`src/rtl/data_mem_pkg.sv`:
```
// Shared definitions for the data memory built-in self test.
// Holds the FSM state encoding and the default memory geometry.
package data_mem_pkg;

    localparam int DEF_W = 8;
    localparam int DEF_A = 8;

    typedef enum logic [1:0] {
        IDLE  = 2'd0,
        WRITE = 2'd1,
        READ  = 2'd2,
        DONE  = 2'd3
    } bist_state_t;

endpackage

```
`src/rtl/bist_addr_counter.sv`:
```
// Address counter that walks the whole memory once per BIST phase.
// The terminal flag marks the last address, so the next enabled edge wraps to zero.
module bist_addr_counter #(
    parameter int A = 8
) (
    input  logic         clk,
    input  logic         Reset,
    input  logic         clear,
    input  logic         enable,
    output logic [A-1:0] count,
    output logic         terminal
);

    // A clear request overrides counting.
    always_ff @(posedge clk or negedge Reset) begin
        if (!Reset) begin
            count <= '0;
        end else if (clear) begin
            count <= '0;
        end else if (enable) begin
            count <= count + A'(1);
        end
    end

    assign terminal = &count;

endmodule

```
`src/rtl/data_mem_bist.sv`:
```
// March-style BIST for a data memory.
// Writes addr^seed to every location, then reads each location back and counts mismatches.
module data_mem_bist
    import data_mem_pkg::*;
#(
    parameter int W = DEF_W,
    parameter int A = DEF_A
) (
    input  logic         clk,
    input  logic         Reset,
    input  logic         Start,
    input  logic         Abort,
    input  logic [W-1:0] Seed,
    output logic         MemWriteEn,
    output logic [A-1:0] MemAddress,
    output logic [W-1:0] MemDataIn,
    input  logic [W-1:0] MemDataOut,
    output logic         Busy,
    output logic         Done,
    output logic         Pass,
    output logic [A:0]   ErrCount,
    output logic         FirstErrValid,
    output logic [A-1:0] FirstErrAddr
);

    localparam logic [A:0] ERR_ONE = (A+1)'(1);

    bist_state_t state;
    bist_state_t state_next;

    logic [W-1:0] seed_q;
    logic [A-1:0] cnt;
    logic         cnt_last;
    logic         cnt_clear;
    logic         cnt_en;
    logic         start_run;
    logic         compare_en;
    logic         finish_run;
    logic         abort_run;
    logic [W-1:0] expected;
    logic         mismatch;
    logic         done_q;
    logic [A:0]   err_count_q;
    logic         first_err_valid_q;
    logic [A-1:0] first_err_addr_q;

    bist_addr_counter #(
        .A(A)
    ) u_addr_counter (
        .clk     (clk),
        .Reset   (Reset),
        .clear   (cnt_clear),
        .enable  (cnt_en),
        .count   (cnt),
        .terminal(cnt_last)
    );

    always_ff @(posedge clk or negedge Reset) begin
        if (!Reset) begin
            state <= IDLE;
        end else begin
            state <= state_next;
        end
    end

    // Abort is checked before the end-of-phase test so it always wins.
    always_comb begin
        state_next = state;
        cnt_clear  = 1'b0;
        cnt_en     = 1'b0;
        start_run  = 1'b0;
        compare_en = 1'b0;
        finish_run = 1'b0;
        abort_run  = 1'b0;
        case (state)
            IDLE, DONE: begin
                if (Start) begin
                    state_next = WRITE;
                    cnt_clear  = 1'b1;
                    start_run  = 1'b1;
                end
            end
            WRITE: begin
                if (Abort) begin
                    state_next = IDLE;
                    cnt_clear  = 1'b1;
                    abort_run  = 1'b1;
                end else begin
                    cnt_en = 1'b1;
                    if (cnt_last) begin
                        state_next = READ;
                    end
                end
            end
            READ: begin
                if (Abort) begin
                    state_next = IDLE;
                    cnt_clear  = 1'b1;
                    abort_run  = 1'b1;
                end else begin
                    cnt_en     = 1'b1;
                    compare_en = 1'b1;
                    if (cnt_last) begin
                        state_next = DONE;
                        finish_run = 1'b1;
                    end
                end
            end
            default: begin
                state_next = IDLE;
            end
        endcase
    end

    assign expected = W'(cnt) ^ seed_q;
    assign mismatch = (MemDataOut != expected);

    // Error bookkeeping; A+1 bits can hold a mismatch on every address, so no saturation.
    always_ff @(posedge clk or negedge Reset) begin
        if (!Reset) begin
            seed_q            <= '0;
            done_q            <= 1'b0;
            err_count_q       <= '0;
            first_err_valid_q <= 1'b0;
            first_err_addr_q  <= '0;
        end else if (start_run) begin
            seed_q            <= Seed;
            done_q            <= 1'b0;
            err_count_q       <= '0;
            first_err_valid_q <= 1'b0;
            first_err_addr_q  <= '0;
        end else begin
            if (compare_en && mismatch) begin
                err_count_q <= err_count_q + ERR_ONE;
                if (!first_err_valid_q) begin
                    first_err_valid_q <= 1'b1;
                    first_err_addr_q  <= cnt;
                end
            end
            if (finish_run) begin
                done_q <= 1'b1;
            end
            if (abort_run) begin
                done_q <= 1'b0;
            end
        end
    end

    assign Busy          = (state == WRITE) || (state == READ);
    assign MemWriteEn    = (state == WRITE);
    assign MemAddress    = Busy ? cnt : '0;
    assign MemDataIn     = (state == WRITE) ? expected : '0;
    assign Done          = done_q;
    assign Pass          = done_q && (err_count_q == '0);
    assign ErrCount      = err_count_q;
    assign FirstErrValid = first_err_valid_q;
    assign FirstErrAddr  = first_err_addr_q;

endmodule

```
`config.mk`:
```
export PLATFORM = sky130hd
export DESIGN_NAME = data_mem_bist
export DESIGN_NICKNAME = d
export VERILOG_FILES = /design/src/rtl/data_mem_pkg.sv /design/src/rtl/bist_addr_counter.sv /design/src/rtl/data_mem_bist.sv
export SDC_FILE = /design/constraint.sdc
export NUM_CORES = 1
export LEC_CHECK = 0
export ABC_AREA = 1
export CAP_MARGIN = 20
export CORE_MARGIN = 10
export CORE_UTILIZATION = 52
export CTS_CLUSTER_DIAMETER = 30
export DETAILED_ROUTE_END_ITERATION = 7
export MAX_ROUTING_LAYER = met4
export PLACE_DENSITY = 0.85
export SLEW_MARGIN = 20
export SYNTH_ARGS = -nofsm -noshare
export SYNTH_HDL_FRONTEND = slang
export SYNTH_SLANG_ARGS = --single-unit
```
`constraint.sdc`:
```
create_clock -name clk -period 4.74 [get_ports clk]
set_clock_uncertainty 0.1 [all_clocks]
set_input_delay 0.711 -clock clk [delete_from_list [all_inputs] [get_ports clk]]
set_output_delay 0.711 -clock clk [all_outputs]
set_load 0.02 [all_outputs]
```
# Word-level counts from Yosys, hierarchy flattened
# Index checks and enable logic that the tools add are counted.
# Widths: inputs -> output; s select.
# totals
regBits,37
elab_cells,62
out_inout_bits,38
# classes
reduce_logical,13
n_mux,31
n_eq_ne,8
addsub,2
n_bitwise,1
# op_table
op,count
$mux 8,7
$mux 9,2
$mux 1,15
$mux 2,5
$add 9x1->9 const B,1
$logic_not 9->1,1
$add 8x1->8 const B,1
$ne 8x8->1,1
$reduce_and 8->1,1
$xor 8x8->8,1
$pmux 2 s3,1
$eq 2x2->1 const B,2
$ne 2x2->1 const B,2
$reduce_bool 2->1,2
$reduce_or 2->1,2
$ne 3x2->1 const B,1
$ne 3x3->1 const B,1
$reduce_and 3->1,1
$reduce_bool 3->1,1
$eq 2x1->1 const B,1
$logic_and 1x1->1,2
$logic_not 2->1,1
$pmux 1 s2,1
$reduce_and 2->1,1
$logic_or 1x1->1,1

# Depth between registers and ports, before layout
# Gate-level depths: netlist of the first run.
# logic_depth
word_depth,7
mapped_depth,13
depth_no_buf,12

# Hierarchy
# Synthesis of the first run repeated with hierarchy kept, for this count alone.
# unflattened
cells_unflattened,316
area_unflattened_um2,2254.7
# modules_own_cells
mod,cells_each,n_inst,area_per_inst_um2,seq_area_each_um2
data_mem_bist,259,1,1830.5,725.7
bist_addr_counter,57,1,424.2,200.2

# Worst setup path before layout of the first run
# OpenSTA, ideal clock, no wires.
# synth_timing
path_type,register -> output
startpoint,"register err_count_q[0], in the netlist ErrCount[0]"
endpoint,output Pass
slack_ns,2.436
required_ns,3.929
stages_incl_launch_ff,5
arrival_ns,1.493
path_cell_list,dfrtp_1 > inv_1 > ha_1 > nand3_1 > nor4_1
# synth_between
elab_chain_cells,2
# synth_lines
element,line_no,rtl
start: declaration,data_mem_bist.sv:43,logic [A:0] err_count_q;
start signal: assignment,data_mem_bist.sv:134,err_count_q <= err_count_q + ERR_ONE;
$logic_not 9->1,data_mem_bist.sv:154,assign Pass = done_q && (err_count_q == '0);
$logic_and 1x1->1,data_mem_bist.sv:154,
end: declaration,data_mem_bist.sv:20,"output logic Pass,"
# No other way between the ends.

# Worst setup path after layout of the first run
# layout_timing
startpoint,register state[0]
endpoint,output MemAddress[0]
# layout_between
elab_chain_cells,3
elab_cells_between_ends,4
# layout_lines
element,line_no,rtl
start: declaration,data_mem_bist.sv:28,bist_state_t state;
start signal: assignment,data_mem_bist.sv:62,state <= state_next;
$eq 2x1->1 / $eq 2x2->1 (equally long branches),data_mem_bist.sv:149,assign Busy = (state == WRITE) || (state == READ);
$logic_or 1x1->1 *,data_mem_bist.sv:149,
$mux 8 *,data_mem_bist.sv:151,assign MemAddress = Busy ? cnt : '0;
end: declaration,data_mem_bist.sv:15,"output logic [A-1:0] MemAddress,"
# Mark *: on every way between the ends. The rest lies on a longest branch, timed or not.

==> impl_metrics.csv, run 1 <==
group,metric,value,unit
critical_path,critPathKind,"register to primary output",
global_route,grt-busiest-layer,"met2",
power,max-vdd-ir-drop,431,uV
floorplan,initial_core_util,0.543,
final_layout,nets,384,
synthesis,synth-simple-area-share,0.338,
clock_tree,cts_tree,"done",
critical_path,critPathArrivalTime,2.07,ns
placement,detailed_place.area,2810,sq um
synthesis,yosys.area_share.adder,0.0284,
critical_path,r2r-end,"ErrCount[8]",
final_layout,regArea,926,sq um
clock_tree,holdBufCountCts,0,
floorplan,die_h,85.1,um
placement,place.gp.congestion,0.880,
synthesis,synth_top_cell_by_area,"dfrtp_1",
synthesis,synth_fp_nets,325,
clock_tree,ctsRootBufferMaster,"clkbuf_8",
power,p_sw,791,uW
final_layout,final_cell_area,2930,sq um
floorplan,rows,23,
sta,setup_ws,1.86,ns
critical_path,startpoint_type,"register",
power,combinationalPowerShare,0.553,
sta,period_share,0.608,
synthesis,avgSynthCellArea,7.34,sq um
global_route,antenna_found_initial,0,
routing,first_iter_violations,188,
critical_path,rr_startpoint,"state[0]",
power,clkPwrFrac,0.164,
global_route,overflow,0,
placement,preCtsSetupSlack,1.89,ns
routing,via_per_inst,5.32,
final_layout,antenna_cells,0,
worst_hold_path,hp-class,"register to register",
sta,min_period,2.88,ns
final_layout,n_fill_cell,330,
placement,dp_hpwl,4.45,mm
floorplan,die_w,85.1,um
clock_tree,post_cts_resize_count,0,
floorplan,core,4060,sq um
sta,max_slew_margin,0.435,
synthesis,synth_ff_type,"dfrtp_1",
global_route,grt_util_met3,0.0430,
sta,fin_setup_tns,0,ns
worst_hold_path,hold_start,"FirstErrAddr[3]",
synthesis,synth_xor_area_frac,0.0239,
synthesis,ys_seq_area_frac,0.420,
global_route,grt_max_degree,38,
floorplan,die-area,7240,sq um
synthesis,netlist.area_leader.share,0.420,
sta,hold_viol_final,0,
routing,wl,6.03,mm
synthesis,synth_area,2200,sq um
synthesis,ys_warn_count,0,
critical_path,reg2reg_depth,7,
synthesis,synth_mux_area_frac,0,
sta,slew_viol_final,0,
routing,wl_per_cell,14.7,um
power,p_sw_frac,0.458,
sta,rsz0062_at_grt,"no",
final_layout,multi_input_area,1110,sq um
worst_hold_path,hold_path_depth,2,
synthesis,async_reset_ff_frac,1.00,
outcome,status,"finished, final reports clean",
clock_tree,path_clk_slew,0.07,ns
global_route,grt_usage,0.171,
power,leakagePower,1.37,nW
floorplan,ios,58,
routing,firstDrtPassIters,4,
synthesis,synthCells,300,
clock_tree,cts_buffers,5,
routing,via_count,2180,
synthesis,yosysMostFrequentCell,"nand2_1",
sta,worstMarginPinSlew,0.846,ns
synthesis,synth_top_family_by_area,"simple AND/OR/NAND/NOR gates",
synthesis,synthDistinctLibCells,26,
global_route,grt_pass1_vias,2093,
worst_hold_path,hold_end,"FirstErrAddr[3]",
clock_tree,cts_post_setup_buffers_inserted,0,
clock_tree,clockBufferDepth,2,
final_layout,area_growth,33.0,%
global_route,met1_usage,0.198,
synthesis,yosys-top-cells-area,"dfrtp_1 (42%), nand2_1 (15%), inv_1 (5.5%)",
flow_run,cap_violations,0,
power,powerDensity,590,nW/um^2
clock_tree,htreeDepth,2,
power,seq_power_share,0.283,
synthesis,synth_common_cells,"nand2_1 (86), dfrtp_1 (37), inv_1 (32)",
final_layout,layout-drive-gt1-share,0.0833,
clock_tree,clock_sinks,37,
routing,drtAntennaViolNets,0,
placement,io_buffers,57,
critical_path,endpoint_kind,"primary output",
clock_tree,clock_latency,0.29,ns
synthesis,synth-compound-area-share,0.112,
power,power.total,1.73,mW
power,intPower,937,uW
critical_path,cp.required,3.93,ns
critical_path,crit_fanout,11,
global_route,grt_pass1_wl,10.1,mm
sta,fmax,347,MHz
sta,setup_viol,0,
critical_path,r2r_slack,2.06,ns
global_route,grtUsageMet2,0.280,
synthesis,synth_enable_flop_cells,0,
synthesis,ys_ff_latch,37,
routing,drcViolationCount,0,
-- how the worst max path moves through the flow --
stage	start	endpoint	slack, ns	cells past startpoint
final	state[0]	MemAddress[0]	1.86	4
after global routing	ErrCount[0]	Pass	1.77	5
after CTS	state[0]	MemAddress[0]	1.88	4
after detailed placement	Start	ErrCount[8]	1.89	6
after global placement	Start	ErrCount[7]	1.94	6
after floorplan	ErrCount[0]	Pass	2.44	4
-- logic make-up (layout without fill, tap and decap cells) --
logic type | Yosys count | in the layout
flip-flops | 37 | 37
XOR/XNOR | 6 | 6
adder cells (fa/ha/maj) | 5 | 5
AO/OA/AOI/OAI | 42 | 42
AND/OR/NAND/NOR | 167 | 167
buffers and inverters | 43 | 103
-- final cells by class --
cell class,count,share of cell area
Clock buffer,7,0.0295
Clock inverter,1,0.0103
Inverter,37,0.0474
Multi-Input combinational cell,220,0.378
Sequential cell,37,0.316
Tap cell,50,0.0214
Timing Repair Buffer,58,0.197
-- worst max-delay path, stage by stage, from the launching register on --
cell             delay [ns]
dfrtp_1                0.36
inv_1                  0.07
ha_1                   0.46
nor2_1                 0.25
clkdlybuf4s50_1        0.65
-- placed cells by master (no fill, tap or decap) --
cell type	netlist	final
o21ai_2	8	8
a2bb2oi_1	1	1
o21ai_0	15	15
nand3_2	1	1
bufinv_16	0	1
nor4_1	1	1
dfrtp_1	37	37
clkbuf_1	4	1
inv_2	4	4
nand3b_1	7	7
xor2_1	6	6
nand2_1	86	86
nor2_1	31	31
nand3_1	20	20
nor2_2	1	1
clkbuf_8	0	6
nand2_4	2	2
nand4_1	6	6
clkinv_1	1	1
buf_4	0	1
clkdlybuf4s50_1	0	57
o22ai_1	2	2
ha_1	5	5
nor3b_1	1	1
inv_1	32	32
a21oi_1	16	16
nand2_2	6	6
nor3_1	5	5
-- power by group through the flow --
stage,Combinational (mW),Clock (mW),Sequential [mW]
2_1_floorplan,0.581,0,0.527
6_report,0.956,0.283,0.489
3_3_place_gp,0.925,0,0.487
5_1_grt,1.05,0.299,0.503
4_1_cts,0.959,0.288,0.488
3_5_place_dp,0.945,0,0.492
-- state kept, by name, indices dropped and copies added, names as in the netlist --
register / flops
FirstErrAddr: 8
ErrCount: 9
Done: 1
state: 2
seed_q: 8
FirstErrValid: 1
u_addr_counter.count: 8
-- per-stage QoR --
step / hold WS, ns / utilization / std cells
after global routing: 0.467 / 0.722 / 410
after CTS: 0.423 / 0.722 / 410
final: 0.424 / 0.722 / 410
after detailed placement: 0.407 / 0.693 / 402
after global placement: 0.412 / 0.693 / 402
after floorplan: 0.315 / - / 300
-- metal layers --
| metal | wire length [um] | share of wire |
|---|---|---|
| met4 | 79 | 0.013 |
| met2 | 2940 | 0.49 |
| met3 | 517 | 0.086 |
| met5 | 0 | 0 |
| met1 | 2500 | 0.41 |
Note: power is estimated with default switching activity, not from simulation.
==> run 2, diff against run 1 <==
CORE_UTILIZATION = 49   (was 52)
PLACE_DENSITY = 0.81   (was 0.85)
clock period = 2.85 ns   (was 4.74 ns; I/O delays follow)
==> run 2 against run 1 <==
- total power increased by 60%
- via count up 0.96%
- final area decreased by 0.30%
- non-clock buffer count increased by 3
- core utilization down 5.1 points
- clock-buffer cell count shrank 1
- sequential power grew 65%
- combinational power is 67% higher
- register-to-register slack worse by 1.3 ns
- worst setup slack got worse by 1.5 ns
- cell count is 1.2% higher
- critical endpoint unchanged
- largest cell class unchanged
==> impl_metrics.csv, run 2 (synthesized netlist as in run 1, its figures left out) <==
group,metric,value,unit
worst_hold_path,hold_start,"FirstErrAddr[6]",
clock_tree,clockBufferDepth,2,
routing,wl_per_cell,14.1,um
placement,dp_hpwl,4.49,mm
global_route,grt_pass1_vias,2150,
floorplan,die_h,87.0,um
clock_tree,clock_latency,0.29,ns
final_layout,mostFrequentLayoutCells,"nand2_1 (86), clkdlybuf4s50_1 (57), dfrtp_1 (37)",
critical_path,startpoint_type,"register",
sta,hold_viol_final,0,
routing,first_iter_violations,143,
worst_hold_path,hp-class,"register to register",
clock_tree,holdBufCountCts,0,
clock_tree,cts_post_setup_buffers_inserted,0,
placement,io_buffers,57,
floorplan,core,4350,sq um
routing,firstDrtPassIters,4,
critical_path,endpoint_kind,"primary output",
placement,place.gp.congestion,0.880,
clock_tree,ctsRootBufferMaster,"clkbuf_8",
clock_tree,path_clk_slew,0.08,ns
final_layout,antenna_cells,0,
final_layout,final_cell_area,2920,sq um
power,max-vdd-ir-drop,610,uV
floorplan,initial_core_util,0.506,
flow_run,cap_violations,0,
final_layout,layout-drive-gt1-share,0.0909,
sta,min_period,2.52,ns
global_route,grt_max_degree,38,
routing,drcViolationCount,0,
sta,setup_viol,0,
placement,place_inst,407,
global_route,grt_pass1_wl,9.60,mm
power,leakagePower,1.37,nW
final_layout,area_growth,32.6,%
routing,via_per_inst,5.30,
critical_path,crit_chain,"inv_1 > ha_1 > nor2_1 > clkdlybuf4s50_1",
critical_path,cp.required,2.32,ns
critical_path,rr_startpoint,"state[0]",
critical_path,slowest_stage,"clkdlybuf4s50_1",
clock_tree,cts_buffers,5,
routing,via_count,2201,
global_route,overflow,0,
sta,worstMarginPinSlew,0.540,ns
critical_path,critPathArrivalTime,1.99,ns
routing,wl,5.86,mm
final_layout,final_common_cell,"nand2_1",
sta,rsz0062_at_grt,"no",
power,powerDensity,948,nW/um^2
floorplan,die_w,87.0,um
sta,slew_viol_final,0,
routing,drtAntennaViolNets,0,
final_layout,final_cell_count_no_fill,415,
sta,fmax,397,MHz
clock_tree,post_cts_resize_count,0,
placement,detailed_place.area,2840,sq um
sta,period_share,0.885,
clock_tree,htreeDepth,2,
outcome,status,"finished, final reports clean",
clock_tree,cts_tree,"done",
final_layout,n_fill_cell,372,
clock_tree,clock_sinks,37,
critical_path,crit_start,"state[0]",
sta,fin_setup_tns,0,ns
floorplan,die-area,7580,sq um
critical_path,critPathMaxStageDelay,0.63,ns
global_route,antenna_found_initial,0,
final_layout,final_core_util,0.670,
floorplan,ios,58,
sta,max_slew_margin,0.639,
critical_path,crit_fanout,11,
floorplan,rows,24,
final_layout,nets,387,
global_route,grt_usage,0.161,
critical_path,critPathKind,"register to primary output",
final_layout,largest_reg_flops,9,
run 2: power breakdown:
| group | total [mW] | internal [mW] | switching (mW) |
|---|---|---|---|
| combinational | 1.60 | 0.609 | 0.991 |
| clock | 0.357 | 0.169 | 0.187 |
| sequential | 0.809 | 0.683 | 0.127 |
| total | 2.77 | 1.46 | 1.30 |
run 2: routing by layer:
| layer | share of wire | GRT usage |
|---|---|---|
| met1 | 0.44 | 0.181 |
| met2 | 0.47 | 0.262 |
| met3 | 0.077 | 0.0496 |
| met4 | 0.017 | 0.0574 |
| met5 | 0 | - |
run 2: final cells by class:
type                    instances  area, sq um  share of cell area
clock buffers                   6         72.6              0.0249
clock inverters                 2         10.0             0.00343
inverters                      37          139              0.0476
multi-input cells             220         1110               0.379
flip-flops and latches         37          926               0.317
well taps                      52         65.1              0.0223
repair buffers                 61          601               0.206
run 2: through the flow:
step | hold slack (ns) | total power, mW | setup slack, ns
after floorplan | 0.0319 | 1.84 | 0.829
after global placement | 0.397 | 2.39 | 0.684
after detailed placement | 0.393 | 2.42 | 0.659
after CTS | 0.413 | 2.79 | 0.316
after global routing | 0.449 | 2.99 | 0.196
final | 0.408 | 2.77 | 0.329
run 2: path summary, 6_finish.rpt:
| check | endpoint | slack [ns] | cells past startpoint |
|---|---|---|---|
| max | MemAddress[0] | 0.33 | 4 |
| min | FirstErrAddr[6] | 0.41 | 2 |
| max reg2reg | state[0] | 0.76 | 8 |
| min reg2reg | FirstErrAddr[6] | 0.41 | 2 |
| max in group asynchronous | ErrCount[1] | 1.85 | 2 |
| min in group asynchronous | ErrCount[4] | 0.45 | 2 |
run 2: worst max-delay path, delay by kind of cell, from the launching register on:
family | cells | cell delay, ns
buf+inv | 2 | 0.69
fa+ha+maj | 1 | 0.45
flops | 1 | 0.36
simple gates | 1 | 0.20
==> run 3, diff against run 2 <==
CTS_CLUSTER_DIAMETER = default   (was 30)
==> results of run 3 <==
Final layout, timing and power as in run 2 (identical DEF).
